===== config.mk =====
export PLATFORM = sky130hd
export DESIGN_NAME = rsa_limb_adapter
export DESIGN_NICKNAME = d
export VERILOG_FILES = /design/src/rtl/rsa_limb_adapter.sv
export SDC_FILE = /design/constraint.sdc
export NUM_CORES = 1
export LEC_CHECK = 0
export ABC_AREA = 1
export BUFFER_PORTS_ARGS = -buffer_cell sky130_fd_sc_hd__buf_2
export CAP_MARGIN = 40
export CELL_PAD_IN_SITES_DETAIL_PLACEMENT = 1
export CELL_PAD_IN_SITES_GLOBAL_PLACEMENT = 2
export CORE_MARGIN = 2
export CORE_UTILIZATION = 21
export CTS_CLUSTER_SIZE = 14
export DETAILED_ROUTE_END_ITERATION = 10
export GPL_TIMING_DRIVEN = 0
export PLACE_DENSITY_LB_ADDON = 0.1
export SLEW_MARGIN = 10
export SYNTH_ARGS = -nofsm -noshare
export SYNTH_HDL_FRONTEND = slang
export SYNTH_SLANG_ARGS = --single-unit

===== constraint.sdc =====
create_clock -name clk -period 1.5 [get_ports clk]
set_input_delay 0.225 -clock clk [delete_from_list [all_inputs] [get_ports clk]]
set_output_delay 0.225 -clock clk [all_outputs]
set_load 0.05 [all_outputs]

===== src/rtl/rsa_limb_adapter.sv =====
`default_nettype none
// +--------------------------------------------------------------------------+
// | Module   : rsa_limb_adapter                                              |
// | Purpose  : Width adapter between 32-bit word FIFOs and a K-bit-limb      |
// |            modular-exponentiation core. Packs N limbs from the forward   |
// |            FIFO, hands them to the core, then unpacks N result limbs     |
// |            into the backward FIFO and pulses done.                       |
// | Revision : 1.0  initial release                                          |
// +--------------------------------------------------------------------------+
module rsa_limb_adapter #(
  parameter int K = 128,
  parameter int N = 16
) (
  input  logic           clk,
  input  logic           rst,
  input  logic           start,
  output logic           busy,
  output logic           done,
  output logic           rd_rdy,
  input  logic           rd_vld,
  input  logic [31:0]    rd_din,
  output logic           limb_vld,
  input  logic           limb_rdy,
  output logic [K-1:0]   limb_dat,
  output logic           limb_last,
  input  logic           res_vld,
  output logic           res_rdy,
  input  logic [K-1:0]   res_dat,
  output logic           wr_vld,
  input  logic           wr_rdy,
  output logic [31:0]    wr_dout
);

  localparam int WPL = K / 32;
  localparam int WW  = (WPL > 1) ? $clog2(WPL) : 1;
  localparam int LW  = (N > 1) ? $clog2(N) : 1;
  localparam logic [WW-1:0] C_WLAST = WW'(WPL - 1);
  localparam logic [LW-1:0] C_LLAST = LW'(N - 1);

  typedef enum logic [2:0] {
    ST_IDLE  = 3'd0,
    ST_LOAD  = 3'd1,
    ST_SEND  = 3'd2,
    ST_RECV  = 3'd3,
    ST_DRAIN = 3'd4,
    ST_DONE  = 3'd5
  } state_t;

  state_t        state_q, state_d;
  logic [K-1:0]  sr_q, sr_d;
  logic [WW-1:0] wcnt_q, wcnt_d;
  logic [LW-1:0] lcnt_q, lcnt_d;

  // Next-state, shift-register and counter update; the shift register is
  // shared by both phases since operand and result traffic never overlap.
  always_comb begin
    state_d = state_q;
    sr_d    = sr_q;
    wcnt_d  = wcnt_q;
    lcnt_d  = lcnt_q;
    case (state_q)
      ST_IDLE: begin
        if (start) begin
          state_d = ST_LOAD;
          wcnt_d  = '0;
          lcnt_d  = '0;
        end
      end
      ST_LOAD: begin
        if (rd_vld) begin
          // Little-endian assembly: after WPL pops word 0 sits at bits [31:0].
          sr_d = {rd_din, sr_q[K-1:32]};
          if (wcnt_q == C_WLAST) begin
            wcnt_d  = '0;
            state_d = ST_SEND;
          end else begin
            wcnt_d = wcnt_q + 1'b1;
          end
        end
      end
      ST_SEND: begin
        if (limb_rdy) begin
          if (lcnt_q == C_LLAST) begin
            state_d = ST_RECV;
            wcnt_d  = '0;
            lcnt_d  = '0;
          end else begin
            lcnt_d  = lcnt_q + 1'b1;
            state_d = ST_LOAD;
          end
        end
      end
      ST_RECV: begin
        if (res_vld) begin
          sr_d    = res_dat;
          state_d = ST_DRAIN;
        end
      end
      ST_DRAIN: begin
        if (wr_rdy) begin
          sr_d = {32'h0, sr_q[K-1:32]};
          if (wcnt_q == C_WLAST) begin
            wcnt_d = '0;
            if (lcnt_q == C_LLAST) begin
              state_d = ST_DONE;
            end else begin
              lcnt_d  = lcnt_q + 1'b1;
              state_d = ST_RECV;
            end
          end else begin
            wcnt_d = wcnt_q + 1'b1;
          end
        end
      end
      ST_DONE: begin
        state_d = ST_IDLE;
      end
      default: begin
        state_d = ST_IDLE;
      end
    endcase
  end

  // State, data and counter registers; reset abandons any job in flight.
  always_ff @(posedge clk) begin
    if (rst) begin
      state_q <= ST_IDLE;
      sr_q    <= '0;
      wcnt_q  <= '0;
      lcnt_q  <= '0;
    end else begin
      state_q <= state_d;
      sr_q    <= sr_d;
      wcnt_q  <= wcnt_d;
      lcnt_q  <= lcnt_d;
    end
  end

  // Handshake outputs depend on registers only, never on peer valid/ready.
  assign busy      = (state_q != ST_IDLE);
  assign done      = (state_q == ST_DONE);
  assign rd_rdy    = (state_q == ST_LOAD);
  assign limb_vld  = (state_q == ST_SEND);
  assign limb_last = (state_q == ST_SEND) && (lcnt_q == C_LLAST);
  assign res_rdy   = (state_q == ST_RECV);
  assign wr_vld    = (state_q == ST_DRAIN);
  assign limb_dat  = sr_q;
  assign wr_dout   = sr_q[31:0];

endmodule
`default_nettype wire


==> metrics.md <==
| Metric | Value |
|---|---|
| Global-route wire length before repair | 50.8 mm |
| Transition time of the tightest slew-check pin | 0.900 ns |
| Post-route antenna net violation count | 0 |
| Starting DRC count in detailed routing | 240 |
| Remaining Overflow, GRT | 0 |
| Area of the core | 32600 µm² |
| Sum Neg Setup Slack | -20.70 ns |
| Synth top area cells | dfxtp_1 (39%), nand2_1 (20%), nor2_1 (15%), o21ai_0 (6.9%), buf_4 (4.3%) |
| R2R Setup Slk | -0.19 ns |
| Number of endpoints failing setup at the final stage | 140 |
| Setup Slack @ Placement | -0.806 ns |
| Launch point of the worst hold path | res_dat[114] |
| Count of maximum capacitance violations | 0 |
| Final net count | 1682 |
| Synth Warn # | 0 |
| Crit path buf inv count | 4 |
| Library cells used by synthesis | 25 |
| DP Wirelength | 26.6 mm |
| Synthesized area divided by synthesized cell count | 6.24 µm² |
| Worst Clk Skew | 0.00986 ns |
| Slowest cell on crit path | dfxtp_4 |
| Sum of routed wire length over all layers | 34.6 mm |
| Final Slew Violations | 0 |
| EDFF count, synth | 0 |
| Final cycle utilization of the critical path | 1.13 |
| Critical Setup Path Class | reg -> reg |
| Violated checks | setup timing |
| Classification of the worst-slack hold path | in -> reg |
| Initial Util | 0.214 |
| Most used cell, CP | nand2_4 |
| Master cell of the clock root buffer | clkbuf_16 |
| #FFs+latches synth | 137 |
| Largest net degree at the start of global routing | 17 |
| Number of inserted filler cells in the final layout | 4071 |
| CTS H-tree lvls | 4 |
| Worst hold-check slack | 0.134 ns |
| Family of cells with the greatest summed delay on the critical path | buffers and inverters |
| CP Capture Type | flip-flop |
| Ys flop type | dfxtp_1 |
| Die X | 186 µm |
| Vert. Die Dim | 186 µm |
| R2r startpoint | state_q[0] |
| Number of antenna violations at the first check in global routing | 1 |
| Number of buffers added by the clock tree synthesis step | 17 |
| Skew-Pair Late Insertion Delay | 0.43 ns |
| Share of synthesized area occupied by flip-flops and latches | 0.392 |
| Register-to-Register Path Depth | 11 |
| Area of the mapped netlist | 6990 µm² |
| List of cells traversed by the critical path | buf_12, nor2_4, nand2_4, inv_4, nand2_4, nand3_4, nand2_8, buf_16, clkbuf_16, o21ai_2, nor2_1 |
| Number of clock sinks seen by CTS | 137 |
| Net Count, Synth | 1289 |
| Post-layout min period | 1.69 ns |
| RSZ-0062 raised after global routing | true |
| Highest clock rate | 592 MHz |
| Cell accounting for the most synthesized area | dfxtp_1 |
| Required time at the endpoint of the critical path | 1.83 ns |
| Outcome | finished, violations left |
| Post-DR vias/cell | 4.19 |
| Share of final-layout standard cells stronger than drive strength 1 | 0.499 |
| Number of cell rows | 66 |
| Post-synth top area share | 0.392 |
| Utilization after layout | 0.375 |
| Post-synthesis async set-or-reset flop share | 0 |
| Total of buffers placed on input and output ports | ~330 |
| Ranking of synthesized cells by instance count | nand2_1 (380), nor2_1 (277), dfxtp_1 (137), o21ai_0 (97), nand3_1 (44) |
| Slowest Stage Delay on Critical Path | 0.37 ns |
| Area Growth Syn to Fin | 75.0% |
| Global Route Usage Sum | 0.191 |
| Number of stages on the worst hold path | 5 |
| Vias after detailed routing | 8245 |
| CTS tree | done |
| Worst-path fanout max | 8 |
| Worst Slack Setup Final | -0.189 ns |
| DRC viols | 0 |
| Relative max-transition margin | 0.400 |
| Cells after Synth | between 1000 and 1500 |
| Cell with the most instances after synthesis | nand2_1 |
| First-pass iteration count of the detailed router | 4 |
| Register clock-pin slew on the reported worst setup and hold paths | approximately 0.070 ns |
| Number of buffers between clock root and the deepest sink | 2 |
| R2R Path End | limb_dat[118] |
| Crit path launch type | flip-flop |
| Worst Path Arrival | 2.02 ns |
| Die area | about 35000 µm² |
| I/O pin cnt | 334 |
| Number of hold violations in the final report | 0 |
| Sink of the worst hold path | limb_dat[114] |
| Wire length per cell | 17.6 µm |
| Vias in the first global route | 8504 |
| Weighted congestion at the end of routability-driven global placement | approximately 0.81 |
[kinds of logic after synthesis]
kind of cell	Yosys count	synth area share
compound gates	143	0.102
simple gates	709	0.393
fa+ha+maj	2	0.00358
flops	137	0.392
buf+inv	127	0.107
xor+xnor	2	0.00251
[routing by layer]
layer / share of wire / up-vias / GRT usage
met5: 0 / - / 0
met4: 0.0093 / 0 / 0.0409
met3: 0.056 / 21 / 0.0418
met2: 0.49 / 226 / 0.334
met1: 0.44 / 3734 / 0.241
li1: - / 4264 / -
[sequential cells by signal, indices dropped and copies added, names as in the netlist]
name,cells
lcnt_q,4
state_q,3
limb_dat,128
wcnt_q,2
[metrics by stage]
stage                     instances  area (µm²)
final                          1969       12200
after global routing           1966       12200
after CTS                      1947       11100
after detailed placement       1895        9340
after global placement         1895        9340
after floorplan                1120        7120
[worst max path at each step]
stage | from | end | slack (ns) | cells past startpoint
floorplan | state_q[0] | limb_dat[107] | -0.23 | 9
global placement | state_q[2] | limb_dat[57] | -0.78 | 9
detailed placement | state_q[2] | limb_dat[57] | -0.81 | 9
CTS | state_q[0] | limb_dat[83] | -0.17 | 12
global route | state_q[1] | limb_dat[114] | -0.28 | 10
finish | state_q[0] | limb_dat[118] | -0.19 | 11
[cell usage in the layout, fill, tap and decap left out, types with 7 or more instances in the layout]
cell | synthesis | final
buf_8 | 0 | 15
o21ai_2 | 0 | 110
nor2_1 | 277 | 182
nand2_4 | 0 | 7
nand2_2 | 2 | 14
dfxtp_1 | 137 | 131
buf_2 | 34 | 328
buf_4 | 40 | 55
clkbuf_16 | 0 | 31
nand2_1 | 380 | 360
o21ai_1 | 38 | 17
nand3_1 | 44 | 38
nor2_4 | 1 | 26
clkbuf_1 | 19 | 13
inv_1 | 14 | 11
buf_12 | 0 | 30
buf_6 | 10 | 16
nor2_2 | 1 | 71
[layout make-up]
class	count	area, µm²	area share
multi-input combinational	856	4550	0.372
sequential	137	2760	0.226
timing repair buffer	377	2430	0.199
buffer	104	1200	0.0985
tap	442	553	0.0452
clock buffer	18	429	0.0351
clock inverter	12	178	0.0145
inverter	20	111	0.00911
antenna	3	7.51	0.000614
[repair_timing]
item / CTS / global route
cloned: 5 / 11
endpoints found under the setup margin: 145 / 145
buffers inserted: 17 / 12
hold buffers: 1 / 0
gates resized for setup: 241 / 228
hold endpoints to repair: 1 / 0
pin swaps: 10 / 35
[worst reg2reg max path, stage by stage (launching register included)]
cell	delay, ns
dfxtp_4	0.37
buf_12	0.14
nor2_4	0.13
nand2_4	0.08
inv_4	0.08
nand2_4	0.05
nand3_4	0.10
nand2_8	0.10
buf_16	0.19
clkbuf_16	0.18
o21ai_2	0.11
nor2_1	0.06
Power is not shown: default switching activity piles up to over one toggle a cycle in this logic, so the estimate is an artifact.
